<file path="config.mk">
export PLATFORM = sky130hd
export DESIGN_NAME = pipe_hazard_sequencer_flat
export DESIGN_NICKNAME = d
export VERILOG_FILES = /design/src/rtl/pipe_hazard_sequencer_if.sv /design/src/rtl/pipe_hazard_sequencer.sv /design/src/flat_wrapper.sv
export SDC_FILE = /design/constraint.sdc
export NUM_CORES = 1
export LEC_CHECK = 0
export BUFFER_PORTS_ARGS = -buffer_cell sky130_fd_sc_hd__buf_4
export CELL_PAD_IN_SITES_DETAIL_PLACEMENT = 1
export CELL_PAD_IN_SITES_GLOBAL_PLACEMENT = 2
export CORE_ASPECT_RATIO = 0.9
export CORE_MARGIN = 5
export CORE_UTILIZATION = 22
export DETAILED_ROUTE_END_ITERATION = 16
export HOLD_SLACK_MARGIN = 0.1
export PLACE_DENSITY = 0.86
export SYNTH_ARGS = -nofsm -noshare
export SYNTH_HDL_FRONTEND = slang
export SYNTH_SLANG_ARGS = --single-unit
</file>
<file path="constraint.sdc">
create_clock -name clk_i -period 2.04 [get_ports clk_i]
set_input_delay 0.51 -clock clk_i [delete_from_list [all_inputs] [get_ports clk_i]]
set_output_delay 0.51 -clock clk_i [all_outputs]
set_load 0.05 [all_outputs]
</file>
<file path="src/rtl/pipe_hazard_sequencer_if.sv">
// Hazard/control bundle between the pipeline datapath (master) and the
// hazard sequencer (slave).
interface pipe_hazard_sequencer_if #(
    parameter int unsigned CNT_W = 16
);
    logic             start_i;
    logic             idex_memread_i;
    logic [4:0]       idex_rt_i;
    logic [4:0]       ifid_rs_i;
    logic [4:0]       ifid_rt_i;
    logic             branch_taken_i;
    logic             dmem_req_i;
    logic             dmem_ready_i;
    logic             pc_write_o;
    logic             ifid_write_o;
    logic             ifid_flush_o;
    logic             idex_bubble_o;
    logic             pipe_hold_o;
    logic             err_o;
    logic [2:0]       state_o;
    logic [CNT_W-1:0] stall_cnt_o;
    logic [CNT_W-1:0] flush_cnt_o;

    modport master (
        output start_i, idex_memread_i, idex_rt_i, ifid_rs_i, ifid_rt_i,
               branch_taken_i, dmem_req_i, dmem_ready_i,
        input  pc_write_o, ifid_write_o, ifid_flush_o, idex_bubble_o,
               pipe_hold_o, err_o, state_o, stall_cnt_o, flush_cnt_o
    );

    modport slave (
        input  start_i, idex_memread_i, idex_rt_i, ifid_rs_i, ifid_rt_i,
               branch_taken_i, dmem_req_i, dmem_ready_i,
        output pc_write_o, ifid_write_o, ifid_flush_o, idex_bubble_o,
               pipe_hold_o, err_o, state_o, stall_cnt_o, flush_cnt_o
    );
endinterface

</file>
<file path="src/rtl/pipe_hazard_sequencer.sv">
// Pipeline hazard/sequencing controller: load-use bubbles, branch flushes, memory freeze,
// start-up and sticky memory timeout. Optional stall/flush counters under PERF_CNT_EN.
module pipe_hazard_sequencer #(
    parameter int unsigned MEM_TIMEOUT = 15,
    parameter int unsigned CNT_W       = 16
) (
    input logic                    clk_i,
    input logic                    rst_i,
    pipe_hazard_sequencer_if.slave hz
);
    typedef enum logic [2:0] {
        StIdle    = 3'd0,
        StRun     = 3'd1,
        StMemWait = 3'd2,
        StError   = 3'd3
    } state_e;

    state_e     state_q, state_d;
    logic [7:0] wait_q, wait_d;

    logic lu, mem_stall;
    logic pc_write, ifid_write, ifid_flush, idex_bubble, pipe_hold;

    always_comb begin
        lu = hz.idex_memread_i && (hz.idex_rt_i != 5'd0) &&
             ((hz.idex_rt_i == hz.ifid_rs_i) || (hz.idex_rt_i == hz.ifid_rt_i));
        mem_stall   = hz.dmem_req_i && !hz.dmem_ready_i;
        pc_write    = 1'b0;
        ifid_write  = 1'b0;
        ifid_flush  = 1'b0;
        idex_bubble = 1'b0;
        pipe_hold   = 1'b0;
        state_d     = state_q;
        wait_d      = wait_q;
        unique case (state_q)
            StIdle: begin
                idex_bubble = 1'b1;
                if (hz.start_i) state_d = StRun;
            end
            StRun: begin
                pc_write   = 1'b1;
                ifid_write = 1'b1;
                if (!hz.start_i) state_d = StIdle;
                // Memory freeze outranks the load-use stall, which in turn masks the flush.
                if (mem_stall) begin
                    pc_write   = 1'b0;
                    ifid_write = 1'b0;
                    pipe_hold  = 1'b1;
                    state_d    = StMemWait;
                    wait_d     = 8'd1;
                end else if (lu) begin
                    pc_write    = 1'b0;
                    ifid_write  = 1'b0;
                    idex_bubble = 1'b1;
                end else if (hz.branch_taken_i) begin
                    ifid_flush = 1'b1;
                end
            end
            StMemWait: begin
                pipe_hold = !hz.dmem_ready_i;
                if (hz.dmem_ready_i) begin
                    state_d = StRun;
                    wait_d  = 8'd0;
                end else if (wait_q == 8'(MEM_TIMEOUT)) begin
                    state_d = StError;
                end else begin
                    wait_d = wait_q + 8'd1;
                end
            end
            StError: begin
                pipe_hold = 1'b1;
            end
            default: state_d = StIdle;
        endcase
    end

    always_ff @(posedge clk_i or negedge rst_i) begin
        if (!rst_i) begin
            state_q <= StIdle;
            wait_q  <= 8'd0;
        end else begin
            state_q <= state_d;
            wait_q  <= wait_d;
        end
    end

    assign hz.pc_write_o    = pc_write;
    assign hz.ifid_write_o  = ifid_write;
    assign hz.ifid_flush_o  = ifid_flush;
    assign hz.idex_bubble_o = idex_bubble;
    assign hz.pipe_hold_o   = pipe_hold;
    assign hz.err_o         = (state_q == StError);
    assign hz.state_o       = state_q;

`ifdef PERF_CNT_EN
    logic [CNT_W-1:0] stall_cnt_q, stall_cnt_d;
    logic [CNT_W-1:0] flush_cnt_q, flush_cnt_d;

    always_comb begin
        stall_cnt_d = stall_cnt_q;
        flush_cnt_d = flush_cnt_q;
        if ((state_q == StRun || state_q == StMemWait) && !pc_write && (stall_cnt_q != '1)) begin
            stall_cnt_d = stall_cnt_q + CNT_W'(1);
        end
        if (ifid_flush && (flush_cnt_q != '1)) begin
            flush_cnt_d = flush_cnt_q + CNT_W'(1);
        end
    end

    always_ff @(posedge clk_i or negedge rst_i) begin
        if (!rst_i) begin
            stall_cnt_q <= '0;
            flush_cnt_q <= '0;
        end else begin
            stall_cnt_q <= stall_cnt_d;
            flush_cnt_q <= flush_cnt_d;
        end
    end

    assign hz.stall_cnt_o = stall_cnt_q;
    assign hz.flush_cnt_o = flush_cnt_q;
`else
    assign hz.stall_cnt_o = '0;
    assign hz.flush_cnt_o = '0;
`endif
endmodule

</file>
<file path="src/flat_wrapper.sv">
// flat-port wrapper written by rule: the top's interface ports become plain ports
module pipe_hazard_sequencer_flat 
#(
    parameter int unsigned MEM_TIMEOUT = 15,
    parameter int unsigned CNT_W       = 16
)
  (clk_i, rst_i, hz_start_i, hz_idex_memread_i, hz_idex_rt_i, hz_ifid_rs_i, hz_ifid_rt_i, hz_branch_taken_i, hz_dmem_req_i, hz_dmem_ready_i, hz_pc_write_o, hz_ifid_write_o, hz_ifid_flush_o, hz_idex_bubble_o, hz_pipe_hold_o, hz_err_o, hz_state_o, hz_stall_cnt_o, hz_flush_cnt_o);
  pipe_hazard_sequencer_if #(.CNT_W(CNT_W)) hz_i ();
  input logic clk_i;
  input logic rst_i;
  input wire logic [$bits(hz_i.start_i)-1:0] hz_start_i;
  input wire logic [$bits(hz_i.idex_memread_i)-1:0] hz_idex_memread_i;
  input wire logic [$bits(hz_i.idex_rt_i)-1:0] hz_idex_rt_i;
  input wire logic [$bits(hz_i.ifid_rs_i)-1:0] hz_ifid_rs_i;
  input wire logic [$bits(hz_i.ifid_rt_i)-1:0] hz_ifid_rt_i;
  input wire logic [$bits(hz_i.branch_taken_i)-1:0] hz_branch_taken_i;
  input wire logic [$bits(hz_i.dmem_req_i)-1:0] hz_dmem_req_i;
  input wire logic [$bits(hz_i.dmem_ready_i)-1:0] hz_dmem_ready_i;
  output wire logic [$bits(hz_i.pc_write_o)-1:0] hz_pc_write_o;
  output wire logic [$bits(hz_i.ifid_write_o)-1:0] hz_ifid_write_o;
  output wire logic [$bits(hz_i.ifid_flush_o)-1:0] hz_ifid_flush_o;
  output wire logic [$bits(hz_i.idex_bubble_o)-1:0] hz_idex_bubble_o;
  output wire logic [$bits(hz_i.pipe_hold_o)-1:0] hz_pipe_hold_o;
  output wire logic [$bits(hz_i.err_o)-1:0] hz_err_o;
  output wire logic [$bits(hz_i.state_o)-1:0] hz_state_o;
  output wire logic [$bits(hz_i.stall_cnt_o)-1:0] hz_stall_cnt_o;
  output wire logic [$bits(hz_i.flush_cnt_o)-1:0] hz_flush_cnt_o;
  assign hz_i.start_i = hz_start_i;
  assign hz_i.idex_memread_i = hz_idex_memread_i;
  assign hz_i.idex_rt_i = hz_idex_rt_i;
  assign hz_i.ifid_rs_i = hz_ifid_rs_i;
  assign hz_i.ifid_rt_i = hz_ifid_rt_i;
  assign hz_i.branch_taken_i = hz_branch_taken_i;
  assign hz_i.dmem_req_i = hz_dmem_req_i;
  assign hz_i.dmem_ready_i = hz_dmem_ready_i;
  assign hz_pc_write_o = hz_i.pc_write_o;
  assign hz_ifid_write_o = hz_i.ifid_write_o;
  assign hz_ifid_flush_o = hz_i.ifid_flush_o;
  assign hz_idex_bubble_o = hz_i.idex_bubble_o;
  assign hz_pipe_hold_o = hz_i.pipe_hold_o;
  assign hz_err_o = hz_i.err_o;
  assign hz_state_o = hz_i.state_o;
  assign hz_stall_cnt_o = hz_i.stall_cnt_o;
  assign hz_flush_cnt_o = hz_i.flush_cnt_o;
  pipe_hazard_sequencer #(.MEM_TIMEOUT(MEM_TIMEOUT), .CNT_W(CNT_W)) u_core (.clk_i(clk_i), .rst_i(rst_i), .hz(hz_i));
endmodule
</file>
==> implementation parameters, run 1 <==
Parameter                              Value

Floorplan
  Die Footprint ... 0.00620 mm2
  Area of the core ... 0.00452 mm2
  Effective utilization at floorplan ... 23.0%
  Die W ... 82.5 um
  Number of primary I/O pins ... 63
  Die Y ... 75.2 um
  Number of placement rows ... 23

Detailed routing
  Pre-Repair DR Iteration Count ... 4
  Residual antenna-violating net count after detailed routing ... 0
  DRC viols ... 0
  Detail-routed net length per standard cell ... 13.0 um
  Number of violations reported at the end of detailed-routing iteration 0 ... 29
  DRT Wirelength ... 2900 um
  Via count ... 910
  Via density ... 4.08

Synth
  Count of synthesis-stage warnings from yosys ... 0
  Fraction of the mapped netlist area in adder cells ... 1.20%
  Number of library cell types mapped by synthesis ... 41
  Compound-gate portion of the synthesized area ... 19.4%
  Number of standard cells after synthesis ... 123
  Netlist area before placement ... 0.00104 mm2
  Most used flip-flop cell after synthesis ... sky130_fd_sc_hd__dfrtp_1
  Number of synthesized flops with an enable pin ... 0
  Sequential-to-total area share from yosys stat ... 24.1%
  Proportion of synthesized area in mux cells ... 0%
  Share of flip-flops with an asynchronous set or reset after synthesis ... 100%
  Share of the synthesized netlist area taken by xor and xnor gates ... 8.42%
  Combinational family with the most area after synthesis ... buffers and inverters
  Syn_area_per_cell ... 8.45 um2
  Count of state elements after synthesis ... 10
  Fraction of the mapped netlist area in simple logic gates ... 19.4%

Timing
  Final worst-path setup slack ... -248 ps
  Worst-case hold slack ... 516 ps
  Final period demand of the worst path ... 2290 ps
  Number of hold-slack violations in the final timing report ... 0
  Pins Over Slew Limit ... 0
  Number of endpoints failing setup at the final stage ... 4
  Unrepaired setup endpoints after global routing ... yes
  Ratio of final minimum period to clock period ... 112%
  Final worst clock skew ... 0.661 ps
  Maximum achievable frequency ... 437 MHz

Global routing
  GRT Residual Overflow ... 0
  Pin count of the biggest net entering global routing ... 12
  Wire length of the first global-routing pass ... 4240 um
  Global routing usage summed across all routing layers ... 8.91%
  Via count of the first global-routing pass ... 910
  Number of antenna violations at the first check in global routing ... 0

Min path
  Worst min path class ... in2reg

Placed design
  Total of buffers placed on input and output ports ... 29
  HPWL after DPL ... 2340 um
  Final weighted congestion in routability-driven placement ... 0.836

Cells and area
  Fraction of final layout cells with drive strength greater than 1 ... 34.2%
  NumNets Final ... 186
  Number of antenna cells inserted ... 0
  Number of filler cells placed in the layout ... 566
  Growth of design area from synthesis to finish ... 32.3%

Power
  Switching Fraction ... 51.8%
  Maximum vdd drop ... 0.000503 V
  Internal Dissipation ... 675 uW
  Combinational share of power ... 62.5%
  Total power divided by cell area ... 1020 mW/mm2
  Total power of the final layout ... 1.40 mW
  Portion of total power attributed to the clock network ... 14.5%
  Power dissipated by switching net loads ... 727 uW
  Static leakage ... 0.642 nW
  Share of power burned in registers ... 23.0%

Worst setup path
  Endpoint required time on the critical path ... 1530 ps
  Maximum net fanout on the critical path ... 2
  Critical path launch point type ... primary input
  Sort of element at the end of the critical path ... output port
  Arrival time at the worst endpoint ... 1780 ps
  Crit path kind ... in2out

Clock tree
  Clk_lat worst skew ... 230 ps
  Worst-case clock buffer depth ... 2
  Clock tree from TritonCTS ... yes
  Clock transition at the registers of the reported paths ... 50 ps
  TritonCTS Buffers ... 3
  Clk root buf ... sky130_fd_sc_hd__clkbuf_8
  Deepest level of the CTS H-tree ... 1
  CTS sink count ... 10

Outcome
  Failing checks ... setup timing
  Outcome ... complete, but fails checks

Flow run
  Max-Cap Viols ... 0
final timing paths:
path	startpoint	depth (start not counted)	slack (ps)	to
setup / recovery	hz_idex_rt_i[1]	6	-250	hz_pc_write_o
hold / removal	hz_start_i	2	520	u_core.hz.state_o[0]
setup reg to reg	u_core.hz.state_o[1]	4	290	u_core.wait_q[7]
hold reg to reg	u_core.wait_q[1]	1	570	u_core.wait_q[1]
max in group asynchronous	rst_i	2	1250	u_core.wait_q[4]
min in group asynchronous	rst_i	2	640	u_core.wait_q[5]
registers in the layout (all words and copies together), names as in the netlist:
| register | count |
|---|---|
| u_core.hz.state_o | 2 |
| u_core.wait_q | 8 |
power groups by stage:
stage	registers, mW	logic [mW]	clock network, mW
after floorplan	0.351	0.663	0
after global placement	0.321	0.829	0
after detailed placement	0.323	0.840	0
after CTS	0.321	0.871	0.214
after global routing	0.336	0.938	0.221
final	0.323	0.875	0.203
per-layer routing:
| layer | routed length, um | track usage [%] | part of all wire [%] | up-vias |
|---|---|---|---|---|
| li1 | - | - | - | 442 |
| met1 | 1200 | 11.7 | 41 | 435 |
| met2 | 1540 | 14.7 | 53 | 29 |
| met3 | 114 | 1.44 | 3.9 | 4 |
| met4 | 44 | 3.32 | 1.5 | 0 |
| met5 | 0 | 0 | 0 | - |
stage by stage:
step                instance area (um2)  worst slack, ps  instances  TNS [ps]  util (%)
floorplan                          1180             -302        155      -702         -
global placement                   1260             -261        218     -1000      28.0
detailed placement                 1260             -270        218     -1060      28.0
CTS                                1350             -266        223      -986      29.9
global route                       1380             -285        223     -1020      30.4
finish                             1380             -248        223      -883      30.4
logic make-up (layout without fill, tap and decap cells):
group	after synthesis	count (layout)
buf+inv	38	44
simple gates	35	35
compound gates	28	28
xor+xnor	10	10
flops	10	10
fa+ha+maj	1	1
other cells	1	33
synth_stat cells (2+ instances only):
master                      n  area [um2]
sky130_fd_sc_hd__a21boi_1   2        15.0
sky130_fd_sc_hd__a21oi_1    6        30.0
sky130_fd_sc_hd__buf_4     35         263
sky130_fd_sc_hd__dfrtp_1   10         250
sky130_fd_sc_hd__nand2_1    6        22.5
sky130_fd_sc_hd__nand3_1    6        30.0
sky130_fd_sc_hd__nand4_1    2        12.5
sky130_fd_sc_hd__nor2_1     6        22.5
sky130_fd_sc_hd__o21ai_0    5        25.0
sky130_fd_sc_hd__o21ai_1    3        15.0
sky130_fd_sc_hd__o21bai_1   2        15.0
sky130_fd_sc_hd__or3_1      2        12.5
sky130_fd_sc_hd__xnor2_1   10        87.6
cell type report:
cell class	instances	area (um2)	share of cell area (%)
well taps	62	77.6	5.64
repair buffers	40	337	24.5
clock buffers	3	41.3	3.00
flip-flops and latches	10	250	18.2
multi-input cells	107	666	48.4
inverters	1	3.75	0.273
cell usage in the layout (no fill, tap or decap), types with 2 or more instances in the layout:
cell	synthesis	final
sky130_fd_sc_hd__a21boi_1	2	2
sky130_fd_sc_hd__a21oi_1	6	4
sky130_fd_sc_hd__buf_4	35	31
sky130_fd_sc_hd__buf_6	1	7
sky130_fd_sc_hd__clkbuf_8	0	3
sky130_fd_sc_hd__conb_1	1	33
sky130_fd_sc_hd__dfrtp_1	10	10
sky130_fd_sc_hd__nand2_1	6	6
sky130_fd_sc_hd__nand3_1	6	6
sky130_fd_sc_hd__nand4_1	2	2
sky130_fd_sc_hd__nor2_1	6	6
sky130_fd_sc_hd__o21ai_0	5	5
sky130_fd_sc_hd__o21ai_1	3	3
sky130_fd_sc_hd__or3_1	2	2
sky130_fd_sc_hd__or4_4	1	2
sky130_fd_sc_hd__xnor2_1	10	9
critical path: stages:
cell and delay (ps):
sky130_fd_sc_hd__buf_6 90, sky130_fd_sc_hd__or4_4 510, sky130_fd_sc_hd__o21a_1 210, sky130_fd_sc_hd__buf_6 130, sky130_fd_sc_hd__a21oi_4 140, sky130_fd_sc_hd__buf_6 180
repair_timing:
item / CTS / global route
setup endpoints to repair: 4 / 4
pin swaps: 4 / 7
resized for setup: 7 / 5
hold buffers: 1 / 0
buffers inserted: 1 / 0
hold endpoints to repair: 7 / 0
Power figures use the tool's default switching activity.
==> inputs of run 2 (changes only) <==
--- a/config.mk
+++ b/config.mk
@@ -12,8 +12,10 @@
 export CORE_MARGIN = 5
 export CORE_UTILIZATION = 22
 export DETAILED_ROUTE_END_ITERATION = 16
+export GPL_ROUTABILITY_DRIVEN = 0
 export HOLD_SLACK_MARGIN = 0.1
 export PLACE_DENSITY = 0.86
+export SETUP_SLACK_MARGIN = 0.05
 export SYNTH_ARGS = -nofsm -noshare
 export SYNTH_HDL_FRONTEND = slang
 export SYNTH_SLANG_ARGS = --single-unit
==> run 2 against run 1 <==
First-iteration DRC count is 21% higher. Sequential power hardly changed. Critical path depth is 1 lower. Final area is 0.36% lower. Worst hold slack worse by 11 ps. Cell count is 0.90% lower. Via count is 0.33% lower. Core utilization is 0.11 points lower. Fmax is 2.4% higher. Register-to-register slack better by 20 ps. Combinational power is 1% lower. The flow still finishes with violations (setup timing). Sequential share of layout area is 0.16 points higher.
==> implementation parameters, run 2 (synthesized netlist as in run 1, its figures left out) <==
Parameter                              Value

Placed design
  Placed Cells ... 216
  HPWL after DPL ... 2240 um
  Total of buffers placed on input and output ports ... 29
  Placed Area ... 0.00125 mm2
  Setup slack after placement ... -339 ps

Clock tree
  Clk root buf ... sky130_fd_sc_hd__clkbuf_8
  Clock transition at the registers of the reported paths ... 50 ps
  Worst-case clock buffer depth ... 2
  Clk_lat worst skew ... 230 ps
  Post-CTS Setup Inserts ... 0
  Clock tree from TritonCTS ... yes
  Deepest level of the CTS H-tree ... 1
  CTS sink count ... 10
  TritonCTS Buffers ... 3

Worst setup path
  Critical path's slowest cell ... sky130_fd_sc_hd__or4_4
  Crit-path leading delay family ... simple AND/OR/NAND/NOR gates
  Maximum net fanout on the critical path ... 3
  Count of buffering cells on the critical path with inverters included ... 2
  Crit path kind ... in2out
  Sequence of cells on the critical path ... buf_6 > or4_4 > o21a_4 > a21oi_4 > buf_6
  Arrival time at the worst endpoint ... 1720 ps
  Endpoint required time on the critical path ... 1530 ps
  R2r setup slk ... 310 ps
  Sort of element at the end of the critical path ... output port
  CP peak stage delay ... 520 ps
  Critical path launch point type ... primary input
  Most common cell type on the critical path ... sky130_fd_sc_hd__buf_6

Floorplan
  Number of placement rows ... 23
  Number of primary I/O pins ... 63
  Die Footprint ... 0.00620 mm2
  Area of the core ... 0.00452 mm2
  Effective utilization at floorplan ... 23.0%
  Die W ... 82.5 um
  Die Y ... 75.2 um

Outcome
  Outcome ... complete, but fails checks
  Failing checks ... setup timing

Cells and area
  Number of filler cells placed in the layout ... 570
  Most used cells in the layout excluding fill and tap cells ... 33 x sky130_fd_sc_hd__conb_1, 30 x sky130_fd_sc_hd__buf_4, 10 x sky130_fd_sc_hd__xnor2_1
  Fraction of final layout cells with drive strength greater than 1 ... 34.0%
  Max FFs per register ... 8
  Top reg by flops ... u_core.wait_q
  Number of antenna cells inserted ... 0
  Final Cell Area ... 0.00137 mm2
  Most common library cell in the layout ignoring fill and taps ... sky130_fd_sc_hd__conb_1
  NumNets Final ... 183
  Final Instance Count excl. Fillers ... 221
  Growth of design area from synthesis to finish ... 31.8%
  Util after Layout ... 30.3%

Flow run
  Max-Cap Viols ... 0

Global routing
  Pin count of the biggest net entering global routing ... 12
  Wire length of the first global-routing pass ... 4040 um
  Global routing usage summed across all routing layers ... 8.30%
  Number of antenna violations at the first check in global routing ... 0
  Via count of the first global-routing pass ... 931
  GRT Residual Overflow ... 0

Detailed routing
  Via density ... 4.10
  Pre-Repair DR Iteration Count ... 4
  Residual antenna-violating net count after detailed routing ... 0
  Routed met1 length ... 1150 um
  Highest layer used for signal routing ... met4
  DRC viols ... 0
  Detailed-routed wire length on met2 ... 1410 um
  Via count ... 907
  Met3 routed WL ... 146 um
  Number of violations reported at the end of detailed-routing iteration 0 ... 35
  DRT Wirelength ... 2720 um
  Detail-routed net length per standard cell ... 12.3 um

Power
  Total power divided by cell area ... 1050 mW/mm2
  Maximum vdd drop ... 0.000554 V
  Static leakage ... 0.628 nW

Timing
  Number of hold-slack violations in the final timing report ... 0
  Unrepaired setup endpoints after global routing ... yes
  Final worst-path setup slack ... -195 ps
  Worst-case hold slack ... 505 ps
  Final worst clock skew ... 1.50 ps
  Number of endpoints failing setup at the final stage ... 4
  Pins Over Slew Limit ... 0
  Ratio of final minimum period to clock period ... 110%
  Final period demand of the worst path ... 2230 ps
  Maximum achievable frequency ... 447 MHz

Min path
  Worst min path class ... in2reg
==> run 2: path summary, 6_finish.rpt <==
check / start / to / cells past startpoint
max in group asynchronous: rst_i / u_core.hz.state_o[1] / 2
worst min-delay path: hz_start_i / u_core.hz.state_o[0] / 2
worst max-delay path: hz_idex_rt_i[4] / hz_pc_write_o / 5
worst min register to register: u_core.wait_q[6] / u_core.wait_q[6] / 1
min in group asynchronous: rst_i / u_core.wait_q[3] / 2
worst max register to register: u_core.wait_q[5] / u_core.wait_q[3] / 4
==> run 2: timing repair <==
item / 4_1_cts / 5_1_grt
gates resized for setup: 8 / 4
hold buffers: 0 / 1
setup endpoints to repair: 4 / 4
endpoints found under the hold margin: 0 / 1
pin swaps: 4 / 3
==> run 2: final cells by class <==
cell class / instances / area [um2] / share of cell area (%)
timing repair buffer: 37 / 307 / 22.4
clock buffer: 4 / 55.1 / 4.02
tap: 62 / 77.6 / 5.66
multi-input combinational: 107 / 676 / 49.3
inverter: 1 / 3.75 / 0.274
sequential: 10 / 251 / 18.4
==> run 2: power breakdown <==
group	internal (mW)	leakage (nW)	switching, mW	total (mW)
clock network	0.170	0.0288	0.0762	0.246
logic	0.298	0.471	0.567	0.864
registers	0.247	0.128	0.0767	0.323
total	0.714	0.628	0.720	1.43
==> run 2: stage by stage <==
stage | setup TNS [ps] | power (mW)
6_report | -724 | 1.43
2_1_floorplan | -702 | 1.02
4_1_cts | -831 | 1.43
5_1_grt | -814 | 1.52
3_3_place_gp | -980 | 1.14
3_5_place_dp | -1070 | 1.16
==> run 2: layer usage <==
metal,track usage [%],vias to the layer above
met5,0,-
met4,2.21,0
met3,1.56,2
met2,13.7,33
met1,11.1,435
li1,-,437
==> inputs of run 3 (changes only) <==
--- a/config.mk
+++ b/config.mk
@@ -5,16 +5,17 @@
 export SDC_FILE = /design/constraint.sdc
 export NUM_CORES = 1
 export LEC_CHECK = 0
+export ABC_AREA = 1
 export BUFFER_PORTS_ARGS = -buffer_cell sky130_fd_sc_hd__buf_4
 export CELL_PAD_IN_SITES_DETAIL_PLACEMENT = 1
 export CELL_PAD_IN_SITES_GLOBAL_PLACEMENT = 2
 export CORE_ASPECT_RATIO = 0.9
 export CORE_MARGIN = 5
-export CORE_UTILIZATION = 22
+export CORE_UTILIZATION = 21
 export DETAILED_ROUTE_END_ITERATION = 16
 export GPL_ROUTABILITY_DRIVEN = 0
 export HOLD_SLACK_MARGIN = 0.1
-export PLACE_DENSITY = 0.86
+export PLACE_DENSITY = 0.87
 export SETUP_SLACK_MARGIN = 0.05
 export SYNTH_ARGS = -nofsm -noshare
 export SYNTH_HDL_FRONTEND = slang
==> run 3 against run 2 <==
The run now ends clean. Sequential cell count is the same. Sequential power shrank 6.8%. Clock-buffer cell count stayed put. Fmax is 15% higher. Sequential share of layout area fell by 1.1 points. Area after synthesis is 7.0% higher. Setup slack improved by 280 ps. Routed wire length is 3.8% higher. Final area grew 7.0%. Via count grew 14%. Clock skew increased by 3.6 ps. Worst hold slack improved by 11 ps.
==> implementation parameters, run 3 <==
Parameter                              Value

Worst setup path
  Sort of element at the end of the critical path ... output port
  Sequence of cells on the critical path ... buf_12 > inv_6 > nand2_2 > nand2_2 > nor2_2 > nand3_1 > nand2_1 > nand2_1 > nand2_2 > clkinvlp_4 > buf_8
  Crit path kind ... in2out
  End of the critical path ... hz_ifid_write_o
  CP peak stage delay ... 160 ps
  Destination of the worst register-to-register timing path ... u_core.wait_q[1]
  Critical path launch point type ... primary input
  R2r setup slk ... 570 ps
  Maximum net fanout on the critical path ... 4
  Source of the worst register-to-register timing path ... u_core.wait_q[0]
  Start point of the critical path ... hz_idex_rt_i[0]
  Endpoint required time on the critical path ... 1530 ps
  Register-to-Register Path Depth ... 8
  Critical path's slowest cell ... sky130_fd_sc_hd__buf_8
  Arrival time at the worst endpoint ... 1440 ps
  Most common cell type on the critical path ... sky130_fd_sc_hd__nand2_2

Placed design
  Total of buffers placed on input and output ports ... 29
  Placed Cells ... 270
  HPWL after DPL ... 2460 um

Detailed routing
  DRC viols ... 0
  Pre-Repair DR Iteration Count ... 2
  Via density ... 3.75
  DRT Wirelength ... 2830 um
  Residual antenna-violating net count after detailed routing ... 0
  Number of violations reported at the end of detailed-routing iteration 0 ... 31
  Detail-routed net length per standard cell ... 10.3 um
  Via count ... 1031

Global routing
  Number of antenna violations at the first check in global routing ... 0
  Global routing usage summed across all routing layers ... 8.48%
  GRT Residual Overflow ... 0
  Wire length of the first global-routing pass ... 4720 um
  Pin count of the biggest net entering global routing ... 11
  Via count of the first global-routing pass ... 1110

Clock tree
  Clk root buf ... sky130_fd_sc_hd__clkbuf_8
  Clock tree from TritonCTS ... yes
  Worst-case clock buffer depth ... 2
  TritonCTS Buffers ... 3
  Deepest level of the CTS H-tree ... 1
  Clk_lat worst skew ... 230 ps
  Post-CTS Setup Inserts ... 0
  Clock transition at the registers of the reported paths ... 50 ps
  CTS sink count ... 10

Cells and area
  Fraction of final layout cells with drive strength greater than 1 ... 33.7%
  Util after Layout ... 28.2%
  Top reg by flops ... u_core.wait_q
  NumNets Final ... 232
  Most common library cell in the layout ignoring fill and taps ... sky130_fd_sc_hd__conb_1
  Number of antenna cells inserted ... 0
  Most used cells in the layout excluding fill and tap cells ... 33 x sky130_fd_sc_hd__conb_1, 31 x sky130_fd_sc_hd__nand2_1, 23 x sky130_fd_sc_hd__inv_1
  Max FFs per register ... 8
  Final Instance Count excl. Fillers ... 275
  Growth of design area from synthesis to finish ... 31.8%

Flow run
  Max-Cap Viols ... 0

Min path
  Worst min path class ... in2reg

Timing
  Worst-case hold slack ... 517 ps
  Pins Over Slew Limit ... 0
  Unrepaired setup endpoints after global routing ... yes
  Number of endpoints failing setup at the final stage ... 0
  Final period demand of the worst path ... 1950 ps
  Number of hold-slack violations in the final timing report ... 0
  Ratio of final minimum period to clock period ... 95.6%
  Total negative setup slack ... 0 ps
  Final worst clock skew ... 5.13 ps
  Maximum achievable frequency ... 513 MHz

Floorplan
  Number of placement rows ... 25
  Area of the core ... 0.00519 mm2
  Die Y ... 79.0 um
  Die W ... 86.7 um
  Number of primary I/O pins ... 63
  Die Footprint ... 0.00685 mm2
  Effective utilization at floorplan ... 21.4%

Synth
  Count of state elements after synthesis ... 10
  Number of library cell types mapped by synthesis ... 21
  Count of synthesis-stage warnings from yosys ... 0
  Most used flip-flop cell after synthesis ... sky130_fd_sc_hd__dfrtp_1
  Synth cell count leaders ... 38 x sky130_fd_sc_hd__nand2_1, 34 x sky130_fd_sc_hd__buf_4, 31 x sky130_fd_sc_hd__inv_1
  Share of flip-flops with an asynchronous set or reset after synthesis ... 100%
  Sequential-to-total area share from yosys stat ... 22.5%
  Cell types with the largest area share after synthesis ... sky130_fd_sc_hd__buf_4 23%, sky130_fd_sc_hd__dfrtp_1 22%, sky130_fd_sc_hd__nand2_1 13%
  Number of synthesized flops with an enable pin ... 0
  Number of standard cells after synthesis ... 176
  Area share of the largest cell type after synthesis ... 22.9%
  Netlist area before placement ... 0.00111 mm2
  Most common cell in the synthesized netlist ... sky130_fd_sc_hd__nand2_1
  Yosys top cell by area ... sky130_fd_sc_hd__buf_4
  Syn_area_per_cell ... 6.32 um2

Power
  Static leakage ... 0.793 nW
  Maximum vdd drop ... 0.000517 V
  Total power divided by cell area ... 1030 mW/mm2

Outcome
  Outcome ... complete, no violations
==> run 3: cell types whose count changed after synthesis, sizes merged, moves of 4 or more <==
cell / change
nor2: +7
nand4: +4
inv: +33
o21ai: +6
nand3: +4
nand2: +39
xnor2: -8
==> run 3: power breakdown <==
part	switching [mW]	internal, mW	total, mW
registers	0.0524	0.249	0.301
clock network	0.0769	0.170	0.247
logic	0.693	0.274	0.966
==> run 3: cells by family after synthesis <==
family	Yosys count	share of synthesized area [%]
fa+ha+maj	1	1.12
other cells	1	0.337
flops	10	22.5
buf+inv	68	34.4
compound gates	18	8.66
xor+xnor	3	2.36
simple gates	75	30.6
==> run 3: how the worst min path moves through the flow <==
| stage | from | end | slack (ps) | cells after the start |
|---|---|---|---|---|
| floorplan | rst_i | u_core.hz.state_o[0] | 210 | 0 |
| global placement | rst_i | u_core.wait_q[5] | 350 | 1 |
| detailed placement | rst_i | u_core.wait_q[5] | 350 | 1 |
| CTS | hz_start_i | u_core.hz.state_o[0] | 520 | 3 |
| global route | hz_start_i | u_core.hz.state_o[0] | 520 | 3 |
| finish | hz_start_i | u_core.hz.state_o[0] | 520 | 3 |
==> run 3: critical path, delay by kind of cell <==
| kind | cells | cell delay [ps] |
|---|---|---|
| and+or+nand+nor | 7 | 510 |
| buffers and inverters | 4 | 400 |
==> run 3: layout make-up <==
class	instances	area, um2
Sequential cell	10	253
Clock buffer	4	55.1
Fill cell	678	3730
Tap cell	67	83.8
Timing Repair Buffer	30	289
Inverter	34	149
Multi-Input combinational cell	130	637
==> run 3: routing by layer <==
| metal | global-route usage, % | vias to the layer above | wire [um] |
|---|---|---|---|
| li1 | - | 536 | - |
| met1 | 10.2 | 468 | 1180 |
| met2 | 15.2 | 25 | 1520 |
| met3 | 1.35 | 2 | 95 |
| met4 | 2.80 | 0 | 25 |
| met5 | 0 | - | 0 |
==> run 3: what timing repair did <==
| action | in CTS | in global routing |
|---|---|---|
| resized for setup | 12 | 16 |
| cloned | 0 | 0 |
| endpoints found under the setup margin | 3 | 3 |
| hold buffers | 1 | 0 |
| endpoints found under the hold margin | 4 | 0 |
| pin swaps | 9 | 12 |
==> run 3: per-stage QoR <==
stage	instance area [um2]	worst slack (ps)	power, mW
2_1_floorplan	1280	29.0	1.06
3_3_place_gp	1320	7.01	1.22
3_5_place_dp	1320	8.83	1.23
4_1_cts	1430	51.8	1.53
5_1_grt	1470	-58.6	1.63
6_report	1470	90.0	1.51
